===== src/rtl/lighthouse_pulse_decoder.sv =====
// lighthouse_pulse_decoder
//   Classifies each pulse on a photodiode channel as a sync pulse or a sweep
//   hit, decodes sync codes (skip/data/axis), and reports sweep angles as the
//   sweep center minus the reference sync center, in counter ticks.
//
//   Pipeline:
//     stage 0  edge detect, width measurement, center handshake window
//     stage 1  consumed width/center registered, clr_ready driven
//     stage 2  comparator-ladder classification, IDLE/ARMED FSM, outputs
//
// Ports:
//   clk, rst        clock, synchronous active-high reset
//   signal          synchronized photodiode envelope (same net as capture)
//   counter         free-running tick counter shared with the capture stage
//   center_in       pulse center from the capture stage
//   center_ready    capture stage has a center (sticky until clr_ready)
//   clr_ready       one-cycle acknowledge of center_in
//   angle           sweep center - reference sync center (mod 2^WIDTH)
//   angle_axis      axis bit of the reference sync
//   angle_valid     one-cycle strobe when angle/angle_axis update
//   ootx_bit        data bit of the most recent sync
//   ootx_skip       skip bit of the most recent sync
//   ootx_valid      one-cycle strobe per decoded sync
//   err             one-cycle strobe: malformed pulse, handshake miss/overrun,
//                   sweep too late, or reference timeout
module lighthouse_pulse_decoder #(
  parameter int WIDTH         = 32,
  parameter int SYNC_BASE     = 3000,
  parameter int SYNC_STEP     = 500,
  parameter int SWEEP_MAX     = 1500,
  parameter int SWEEP_TIMEOUT = 400000
) (
  input  logic             clk,
  input  logic             rst,
  input  logic             signal,
  input  logic [WIDTH-1:0] counter,
  input  logic [WIDTH-1:0] center_in,
  input  logic             center_ready,
  output logic             clr_ready,
  output logic [WIDTH-1:0] angle,
  output logic             angle_axis,
  output logic             angle_valid,
  output logic             ootx_bit,
  output logic             ootx_skip,
  output logic             ootx_valid,
  output logic             err
);

  typedef enum logic {IDLE, ARMED} state_t;

  // Loaded on the falling edge; the window covers 4 cycles with pending set.
  localparam logic [1:0] WIN_LAST = 2'd3;

  state_t           state;
  logic             signal_d;
  logic             rise, fall;
  logic [WIDTH-1:0] rise_ts;
  logic [WIDTH-1:0] pend_width;
  logic             pending;
  logic [1:0]       win_cnt;
  logic             consume, expire, overrun;

  logic             s1_vld;
  logic [WIDTH-1:0] s1_width;
  logic [WIDTH-1:0] s1_center;

  logic [WIDTH-1:0] ref_center;
  logic             ref_axis;

  logic             is_sweep, is_sync;
  logic [2:0]       code;
  logic [WIDTH-1:0] sweep_dist, idle_dist;
  logic             sweep_late, idle_late;
  logic             timeout, bad_pulse;

  // Same edge definitions as the capture stage so both see one edge per clock.
  assign rise = signal & ~signal_d;
  assign fall = ~signal & signal_d;

  assign consume = pending & center_ready;
  assign expire  = pending & ~center_ready & (win_cnt == '0);
  // A consumed pulse is not lost, so a fall in the consume cycle is no overrun.
  assign overrun = fall & pending & ~center_ready;

  // Comparator ladder over the 8 sync code bins; sweep takes priority.
  always_comb begin
    is_sweep = s1_width < WIDTH'(SWEEP_MAX);
    is_sync  = 1'b0;
    code     = '0;
    for (int n = 0; n < 8; n++) begin
      if (!is_sweep &&
          s1_width >= WIDTH'(SYNC_BASE + n * SYNC_STEP - SYNC_STEP / 2) &&
          s1_width <  WIDTH'(SYNC_BASE + n * SYNC_STEP + SYNC_STEP / 2)) begin
        is_sync = 1'b1;
        code    = 3'(n);
      end
    end
  end

  assign sweep_dist = s1_center - ref_center;
  assign idle_dist  = counter - ref_center;
  assign sweep_late = sweep_dist > WIDTH'(SWEEP_TIMEOUT);
  assign idle_late  = idle_dist > WIDTH'(SWEEP_TIMEOUT);

  // Any pulse in flight (falling now, pending, or being classified) holds off
  // the free-running timeout; the consumed center decides instead.
  assign timeout   = (state == ARMED) & ~fall & ~pending & ~s1_vld & idle_late;
  assign bad_pulse = s1_vld & ((~is_sync & ~is_sweep) |
                               (is_sweep & (state == ARMED) & sweep_late));

  always_ff @(posedge clk) begin
    if (rst) begin
      state       <= IDLE;
      signal_d    <= 1'b0;
      rise_ts     <= '0;
      pend_width  <= '0;
      pending     <= 1'b0;
      win_cnt     <= '0;
      s1_vld      <= 1'b0;
      s1_width    <= '0;
      s1_center   <= '0;
      ref_center  <= '0;
      ref_axis    <= 1'b0;
      clr_ready   <= 1'b0;
      angle       <= '0;
      angle_axis  <= 1'b0;
      angle_valid <= 1'b0;
      ootx_bit    <= 1'b0;
      ootx_skip   <= 1'b0;
      ootx_valid  <= 1'b0;
      err         <= 1'b0;
    end else begin
      signal_d    <= signal;
      clr_ready   <= 1'b0;
      angle_valid <= 1'b0;
      ootx_valid  <= 1'b0;
      s1_vld      <= 1'b0;
      err         <= overrun | expire | bad_pulse | timeout;

      // stage 0: width and handshake window
      if (rise) rise_ts <= counter;
      if (fall) begin
        pend_width <= counter - rise_ts;
        pending    <= 1'b1;
        win_cnt    <= WIN_LAST;
      end else if (consume || expire) begin
        pending <= 1'b0;
      end else if (pending) begin
        win_cnt <= win_cnt - 2'd1;
      end

      // stage 1: take the center, acknowledge the capture stage
      if (consume) begin
        s1_vld    <= 1'b1;
        s1_width  <= pend_width;
        s1_center <= center_in;
        clr_ready <= 1'b1;
      end

      // stage 2: classify and run the FSM
      if (s1_vld) begin
        if (is_sync) begin
          ootx_valid <= 1'b1;
          ootx_bit   <= code[1];
          ootx_skip  <= code[2];
          if (!code[2]) begin
            state      <= ARMED;
            ref_center <= s1_center;
            ref_axis   <= code[0];
          end
        end else if (is_sweep && state == ARMED) begin
          state <= IDLE;
          if (!sweep_late) begin
            angle       <= sweep_dist;
            angle_axis  <= ref_axis;
            angle_valid <= 1'b1;
          end
        end
      end else if (timeout) begin
        state <= IDLE;
      end
    end
  end

endmodule


===== config.mk =====
export PLATFORM = sky130hd
export DESIGN_NAME = lighthouse_pulse_decoder
export DESIGN_NICKNAME = d
export VERILOG_FILES = /design/src/rtl/lighthouse_pulse_decoder.sv
export SDC_FILE = /design/constraint.sdc
export NUM_CORES = 1
export LEC_CHECK = 0
export ABC_AREA = 1
export CAP_MARGIN = 30
export CORE_MARGIN = 4
export CORE_UTILIZATION = 45
export DETAILED_ROUTE_END_ITERATION = 12
export PLACE_DENSITY = 0.74
export SLEW_MARGIN = 30
export SYNTH_ARGS = -nofsm -noshare
export SYNTH_HDL_FRONTEND = slang
export SYNTH_SLANG_ARGS = --single-unit

===== constraint.sdc =====
create_clock -name clk -period 3.02 [get_ports clk]
set_input_delay 0.453 -clock clk [delete_from_list [all_inputs] [get_ports clk]]
set_output_delay 0.453 -clock clk [all_outputs]
set_load 0.05 [all_outputs]

==> Word level (Yosys, flattened, before mapping) <==
Cells that the tools add are included.
{ "word_totals": {"regBits": 205, "in_bits": 68, "elab_cells": 132} }
{ "op_classes": {"add_sub_neg": 4, "order_cmp": 19, "n_eq_ne": 3, "mux": 28, "bitwise": 30, "n_reduce_logical": 30} }
{ "op_table": {"columns": ["op", "count"], "rows": [
  ["32-bit by 13-bit less-than comparator with 1-bit output, second input constant", 6],
  ["32-bit by 13-bit greater-or-equal comparator with 1-bit output, second input constant", 5],
  ["32-bit by 12-bit greater-or-equal comparator with 1-bit output, second input constant", 3],
  ["32-bit subtractor", 3],
  ["32-bit by 19-bit greater-than comparator with 1-bit output, second input constant", 2],
  ["32-bit by 12-bit less-than comparator with 1-bit output, second input constant", 2],
  ["32-bit by 11-bit less-than comparator with 1-bit output, second input constant", 1],
  ["1-bit two-way mux", 19],
  ["1-bit logical AND", 17],
  ["1-bit AND", 15],
  ["3-bit two-way mux", 5],
  ["1-bit NOT", 11],
  ["2-bit two-way mux", 4],
  ["3-bit AND reduction", 2],
  ["2-bit nonzero test", 3],
  ["1-bit bitwise OR", 4],
  ["2-bit AND reduction", 2],
  ["4-bit AND reduction", 1],
  ["4-bit OR reduction", 1],
  ["3-bit by 1-bit inequality test with 1-bit output, second input constant", 1],
  ["3-bit inequality test, second input constant", 1],
  ["2-bit logical NOT", 1],
  ["2-bit inequality test, second input constant", 1],
  ["2-bit OR reduction", 1],
  ["other kinds (3)", 3]
]} }

==> Logic depth before layout (Yosys ltp) <==
Gate-level depths: netlist of run 1.
{ "depth": {"ltp_word": 18, "mapped_depth": 25, "ltp_nobuf": 25} }

==> Worst setup path after synthesis of run 1 <==
No wires, ideal clock.
{ "synth_path": {"kind": "input to register", "from": "in counter[0]", "to": "reg pend_width[20]", "setup_ps": 116, "arrival_time_ps": 2493, "t_required_ps": 2904, "setup_slack_ps": 411, "cell_stages": 13, "path_buffers": 0, "cell_sequence": "inv_1 > ha_1 > fa_1 > o21ai_0 > a21oi_1 > o21ai_0 > a21oi_1 > nor2_1 > o21ai_0 > inv_1 > o21ai_0 > o211ai_1 > inv_1"} }
{ "synth_between": {"elab_chain_len": 1} }
{ "synth_rtl": {"columns": ["element", "line", "source"], "rows": [
  ["from (decl)", "36", "input logic [WIDTH-1:0] counter,"],
  ["32-bit subtractor", "143", "pend_width <= counter - rise_ts;"],
  ["to (signal assigned)", "143", null],
  ["to (decl)", "58", "logic [WIDTH-1:0] pend_width;"]
]} }
Every way passes these cells.
A chain may end at the register's enable or synchronous reset.

==> Worst setup path in the final report of run 1 <==
{ "layout_path": {"from": "reg s1_center[0]", "to": "reg angle[9]"} }
{ "layout_between": {"elab_chain_len": 4} }
{ "layout_rtl": {"columns": ["element", "line", "source"], "rows": [
  ["from (decl)", "65", "logic [WIDTH-1:0] s1_center;"],
  ["from (signal assigned)", "156", "s1_center <= center_in;"],
  ["32-bit subtractor *", "100", "assign sweep_dist = s1_center - ref_center;"],
  ["32-bit by 19-bit greater-than comparator with 1-bit output", "102", "assign sweep_late = sweep_dist > WIDTH'(SWEEP_TIMEOUT);"],
  ["1-bit NOT (no source line)", null, null],
  ["4-bit AND reduction (no source line)", null, null],
  ["to (signal assigned)", "174", "angle <= sweep_dist;"],
  ["to (decl)", "40", "output logic [WIDTH-1:0] angle,"]
]} }
Mark *: on every way between the ends. The rest lies on a longest branch, timed or not.

==> impl_results.md, run 1 <==
- Clock network fraction of total power: 35.2%
- Ant diodes: 0
- CTS tree: yes
- Syn Nets: 2,658
- Failing checks: setup timing
- Dpl hpwl: approximately 38,000 um
- Cell taking the most area after synthesis: dfxtp_1
- Vias: between 15,000 and 20,000
- Comb pwr share: 33.2%
- Pwr Density: 441 nW/um^2
- Starting DRT DRC Count: 1,237
- Max-cap viol count: 0
- Final core occ: about three fifths
- Port buffer count: 106
- CTS H-tree lvls: 1
- Overflow after GRT: 0
- Total of warnings raised by yosys: 0
- Nature of the critical path startpoint: flip-flop
- Critical Path RT: 3470 ps
- Mapped cell area: roughly 15,000 um^2
- Fin cells: 3,321
- Peak supply drop: 0.375 mV
- Register area share after synthesis: 27.3%
- Yosys cell types: 47
- Synthesized flop and latch total: ~200
- Synth top area cells: dfxtp_1 (27%), nand2_1 (17%), inv_1 (11%)
- Tot GR Track Use: 26.0%
- Share of the synthesized area in the top cell type: 27.3%
- Initial antenna violation count: 0
- Final Hold Vio Count: 0
- Switch share: 33.6%
- # clock sinks: just over 200
- Crit. End Element: flip-flop
- Routed len/inst: 14.7 um
- Largest net degree at the start of global routing: 74
- Max Freq: 329 MHz
- Clk_skew: 11.9 ps
- Status: finished with violations
- Post-Syn Instances: 2,493
- Num rows: 66
- Total placed cells including tap cells: between 3,000 and 4,000
- RD Place Congestion: between 0.9 and 1
- Crit path kind: reg -> reg
- Chip Height: 190 um
- Avg Vias per Cell: 4.94
- Final #Nets: approximately 3,000
- Vias in the first global route: 15,360
- Commonest non-fill, non-tap cell in the layout: nand2_1
- Cell Int Power: 5.91 mW
- Critical path peak fanout: 8
- Initial core utilization: 45.7%
- Residual DRC count: 0
- First-pass GRT wire length: 77,500 um
- Sw power: ~3.0 mW
- Drt first pass iters: 6
- Clock-pin slew on the worst setup and hold paths: 60 ps
- Final worst-path cycle share: 101%
- CTS Buf Count: 24
- Io pins: about 110
- Synth-to-Final Area Change: 35.4%
- Worst slew pin tran: 765 ps
- Final Routed Wirelength: around 49,000 um
- Total die area: 36,100 um^2
- Sequential share of power: 31.6%
- Commonest cells after routing, fill and taps aside: nand2_1 (633), inv_1 (446), nor2_1 (299)
- Unrepaired setup endpoints after global routing: yes
- Share of cells above drive strength 1: 18.0%
- Leakage Power: 10.3 nW
- Critical Path AT: 3490 ps
- Core Region: about 33,000 um^2
- Cts hold-fix bufs: 0
- Min cycle time layout: 3040 ps
- Clock Path Buffers: 3
- Sequential Area: 4070 um^2
- Area occupied by multi-input gates: about 9500 um^2
- Setup WS post-layout: -19.2 ps
- CTS root buffer: clkbuf_16
- Worst skew pair latency: about 520 ps
- Post-DRT Antenna Nets: 0
- Chip Width: roughly 190 um
- Final-layout fill cell count: ~3,000
- Worst hold path type: reg -> reg
- Max Transition Viols Final: 0
- Final setup vio count: 5
- Avg Inst Size Synth: ~6.0 um^2
- Worst relative slew slack: 49.0%
[state kept, by name, indices dropped and copies added, names as in the netlist, 2 cells and up]
register and count:
angle 32, pend_width 31, ref_center 32, rise_ts 32, s1_center 32, s1_width 31
win_cnt 2
[path summary, 6_finish.rpt]
check                                 start                     end  slack, ps  depth (start not counted)
setup reg to reg  s1_center[0]$_SDFFE_PP0P_   angle[9]$_SDFFE_PP0P_        -20                         22
hold / removal       angle[20]$_SDFFE_PP0P_  angle[20]$_SDFFE_PP0P_        440                          2
hold reg to reg      angle[20]$_SDFFE_PP0P_  angle[20]$_SDFFE_PP0P_        440                          2
setup / recovery  s1_center[0]$_SDFFE_PP0P_   angle[9]$_SDFFE_PP0P_        -20                         22
[synth_stat cells (all sizes together)]
master,number
a211oi,2
a21o,5
a21oi,171
a221oi,1
a31o,1
a31oi,8
and2,8
and3,2
buf,16
clkbuf,46
clkinv,1
dfxtp,203
fa,3
ha,94
inv,456
nand2,671
nand3,135
nand3b,10
nand4,20
nor2,351
nor3,23
nor3b,1
nor4,5
o211ai,12
o21a,5
o21ai,181
o21bai,4
o221ai,2
o31ai,1
or2,4
or3,1
xnor2,22
xor2,28
[power by group through the flow]
stage	sequential [mW]	combinational (mW)	clock [mW]
2_1_floorplan	2.86	1.67	0
3_3_place_gp	2.86	2.66	0
3_5_place_dp	2.87	2.70	0
4_1_cts	2.81	2.78	3.18
5_1_grt	2.82	3.29	3.31
6_report	2.81	2.96	3.13
[area by class of cell]
class | instances | share of cell area (%)
Clock buffer | 35 | 3.59
Clock inverter | 9 | 0.670
Inverter | 457 | 8.52
Multi-Input combinational cell | 1771 | 47.2
Sequential cell | 203 | 20.2
Tap cell | 442 | 2.74
Timing Repair Buffer | 404 | 17.1
[logic make-up (layout without fill, tap and decap cells)]
logic type / count (synthesis) / after routing / share of synthesized area [%]
AOI/OAI and AO/OA: 393 / 393 / 13.9
xor gates and xnor gates: 50 / 50 / 2.94
adders and majority gates: 97 / 97 / 8.30
buffers and inverters: 519 / 905 / 13.5
DFF: 203 / 203 / 27.3
and+or+nand+nor: 1231 / 1231 / 34.1
[critical path, cell delays in order (launching register included)]
cell      delay, ps
dfxtp_2         330
inv_2            50
ha_4            160
fa_2            350
inv_2            90
nand3_2          90
nand3_4          90
nand2_2          50
nand3b_1        170
nand2_2         120
nand3_1         100
nand2_1          60
nor2_1          120
nand2_1         110
nor2_4          190
nand3_2         110
nand2_4         100
nand2_4          80
nand2_8          90
buf_6           140
buf_16          150
nor2_4           40
nor2_1          140
[per-stage QoR]
step | area, um^2 | power (mW) | worst slack (ps) | hold slack (ps) | TNS (ps)
finish | 20200 | 8.89 | -19.2 | 443 | -30.6
CTS | 19600 | 8.77 | 11.2 | 453 | 0
global route | 20200 | 9.42 | -201 | 463 | -3550
detailed placement | 18400 | 5.56 | -454 | 444 | -10320
floorplan | 14900 | 4.53 | 411 | 429 | 0
global placement | 18400 | 5.52 | -466 | 438 | -8800
[routing by layer]
layer	GRT usage (%)	vias to the layer above	routed length (um)
li1	-	8524	-
met1	36.3	7392	22600
met2	43.7	403	22600
met3	2.57	80	2560
met4	6.04	0	1200
met5	0	-	0
[timing repair]
item                                    in CTS  in global routing
pin swaps                                   22                 30
gates cloned                                 3                  0
resized for setup                           50                128
endpoints found under the setup margin      35                 39
buffers inserted                            10                  6
Power figures use the tool's default switching activity.
==> run 2, diff against run 1 <==
--- a/config.mk
+++ b/config.mk
@@ -7,7 +7,6 @@
 export LEC_CHECK = 0
 export ABC_AREA = 1
 export CAP_MARGIN = 30
-export CORE_MARGIN = 4
 export CORE_UTILIZATION = 45
 export DETAILED_ROUTE_END_ITERATION = 12
 export PLACE_DENSITY = 0.74
==> constraint.sdc (replaced) <==
create_clock -name clk -period 3.02 [get_ports clk]
set_input_delay 0.453 -clock clk [delete_from_list [all_inputs] [get_ports clk]]
set_output_delay 0.453 -clock clk [all_outputs]
set_load 0.005 [all_outputs]
==> run 2 against run 1 <==
Compared with the run above:
- clock power hardly changed
- the run now ends clean
- first-iteration DRC count up 1.4%
- register-to-register slack better by 50 ps
- sequential power is essentially flat
- largest power group unchanged
- die area is 6.2% lower
- critical endpoint is now err$_SDFF_PP0_
- largest cell class unchanged
- combinational power increased by 3%
==> impl_results.md, run 2 (synthesis results as in run 1) <==
- Worst relative slew slack: 47.4% (-1.6 points)
- WL met2: 23,100 um (+2.6%)
- Fin cells: 3,328 (+0.21%)
- Cells on worst reg2reg path: 20 (-9.1%)
- Drt first pass iters: 6 (unchanged)
- Residual DRC count: 0 (unchanged)
- Max-cap viol count: 0 (unchanged)
- Leakage Power: 10.4 nW (+0.90%)
- Num rows: 66 (unchanged)
- Crit path kind: reg -> reg
- Critical Path RT: 3440 ps (-30 ps)
- Met1 Wirelength: 21,700 um (-3.8%)
- Reg2reg end: err$_SDFF_PP0_
- Synth-to-Final Area Change: 37.6%
- Chip Width: 184 um (-3.2%)
- Detail Route met3 WL: 2500 um (-2.3%)
- Io pins: 107 (unchanged)
- Peak supply drop: 0.406 mV (+8.3%)
- Worst skew pair latency: 530 ps (about the same)
- Critical Path AT: 3410 ps (-80 ps)
- Dpl hpwl: 37,800 um (-1.3%)
- Routed len/inst: 14.7 um (-0.23%)
- Chip Height: 184 um (-3.2%)
- Largest net degree at the start of global routing: 79 (+6.8%)
- Final Hold Vio Count: 0 (unchanged)
- RD Place Congestion: 0.962 (+0.73%)
- Commonest non-fill, non-tap cell in the layout: nand2_1
- Overflow after GRT: 0 (unchanged)
- Starting DRT DRC Count: 1,254 (+1.4%)
- Port buffer count: 106 (unchanged)
- Initial core utilization: 45.8% (+0.12 points)
- Worst hold path type: reg -> reg
- Final Routed Wirelength: 48,900 um (about the same)
- Commonest cells after routing, fill and taps aside: nand2_1 (618), inv_1 (444), nor2_1 (312)
- Max Transition Viols Final: 0 (unchanged)
- Core Region: 32,500 um^2 (-0.25%)
- Reg2reg setup slack: 30 ps (+50 ps)
- Final core occ: 63.0% (+1.2 points)
- Final #Nets: 3,032 (+0.20%)
- Worst slew pin tran: 788 ps (+23.3 ps)
- Tot Pwr: 9.02 mW (+1.4%)
- Vias in the first global route: 15,816 (+3.0%)
- First-pass GRT wire length: 76,400 um (-1.4%)
- Hold WS: 451 ps (+8.20 ps)
- DR top layer: met5
- Unrepaired setup endpoints after global routing: yes
- Total die area: 33,800 um^2 (-6.2%)
- Cts hold-fix bufs: 0 (unchanged)
- Min cycle time layout: 2990 ps (-51.8 ps)
- Share of cells above drive strength 1: 19.2% (+1.2 points)
- Post-DRT Antenna Nets: 0 (unchanged)
- Crit Reg-Reg Startpoint: s1_center[0]$_SDFFE_PP0P_
- Clock Path Buffers: 3 (unchanged)
- Initial antenna violation count: 2 (+2)
- Pwr Density: 440 nW/um^2 (-0.28%)
- Clk_skew: 11.2 ps (-0.651 ps)
- CTS root buffer: clkbuf_16
- # clock sinks: 203 (unchanged)
- CTS H-tree lvls: 1 (unchanged)
- Clock-pin slew on the worst setup and hold paths: 60 ps (about the same)
- Status: complete, no violations
- Crit. End Element: flip-flop
- Crit path capture: err$_SDFF_PP0_
- Total placed cells including tap cells: 3,268 (+0.15%)
- Max Freq: 335 MHz (+1.7%)
- Tot GR Track Use: 28.0% (+2.0 points)
- Nature of the critical path startpoint: flip-flop
- CTS tree: yes
- CP Launch Point: s1_center[0]$_SDFFE_PP0P_
- Critical path peak fanout: 3 (-5)
- CTS Buf Count: 24 (unchanged)
- Vias: 16,587 (+1.1%)
- Final worst-path cycle share: 98.9% (-1.7 points)
- Avg Vias per Cell: 4.98 (+0.93%)
- Final setup vio count: 0 (-5)
## run 2: cell types whose count changed in the layout (fill, tap and decap cells not counted), moves of 4 or more
cell,previous run,this run
clkbuf_1,4,0
buf_4,283,288
nor2_4,14,9
nor2_1,299,312
nand2_2,32,49
clkinv_2,1,7
dfxtp_2,2,6
ha_2,11,3
a21oi_1,160,155
nor2_2,37,29
ha_1,69,54
dfxtp_1,201,197
ha_4,14,37
nand2_1,633,618
## run 2: layout make-up
cell class,count,area [um^2]
inverter,457,1720
antenna,1,2.50
tap,442,553
multi-input combinational,1772,9820
timing repair buffer,409,3480
fill,2986,12000
clock buffer,28,656
clock inverter,16,204
sequential,203,4070
## run 2: report_power, final
group	internal [mW]	total, mW	switching [mW]
clock network	1.91	3.15	1.24
logic	1.28	3.06	1.77
registers	2.77	2.81	0.0486
## run 2: worst min path at each step
stage,startpoint,to,slack (ps),cells after the start
after CTS,s1_width[18]$_SDFFE_PP0P_,s1_width[18]$_SDFFE_PP0P_,450,2
final,angle[27]$_SDFFE_PP0P_,angle[27]$_SDFFE_PP0P_,450,2
after global routing,angle[25]$_SDFFE_PP0P_,angle[25]$_SDFFE_PP0P_,470,2
after detailed placement,s1_width[18]$_SDFFE_PP0P_,s1_width[18]$_SDFFE_PP0P_,440,2
after floorplan,s1_width[18]$_SDFFE_PP0P_,s1_width[18]$_SDFFE_PP0P_,430,2
after global placement,s1_width[18]$_SDFFE_PP0P_,s1_width[18]$_SDFFE_PP0P_,440,2
## run 2: stage by stage
step           setup WS [ps]  instance area, um^2  TNS [ps]
6_report                32.6                20500         0
4_1_cts                 3.69                19500         0
5_1_grt                -92.4                20500     -1030
2_1_floorplan            411                14900         0
3_5_place_dp            -450                18500    -12090
3_3_place_gp            -421                18500     -8460
## run 2: worst max-delay path, cell delays in order (launching register included)
cell and delay (ps):
dfxtp_2 330, inv_2 50, ha_4 160, fa_2 350, inv_2 70, nand3_2 70, nand3_4 80, nand2_2 50
nand3b_1 250, buf_6 160, xnor2_4 70, nor2_2 170, nand4_1 140, nor2_2 180, nand3_4 140, buf_6 150
buf_4 120, nand3_2 70, nand3_1 100, nand2_1 90, inv_1 50
## run 2: per-layer routing
| metal | global-route usage (%) | vias to the layer above |
|---|---|---|
| met4 | 9.10 | 4 |
| li1 | - | 8552 |
| met2 | 49.1 | 451 |
| met5 | 0 | - |
| met1 | 35.4 | 7490 |
| met3 | 3.37 | 90 |
## run 2: timing repair
action                                  CTS  global route
gates cloned                              2             2
gates resized for setup                  23           182
buffers inserted                          3            10
endpoints found under the setup margin   35            39
pin swaps                                12            36
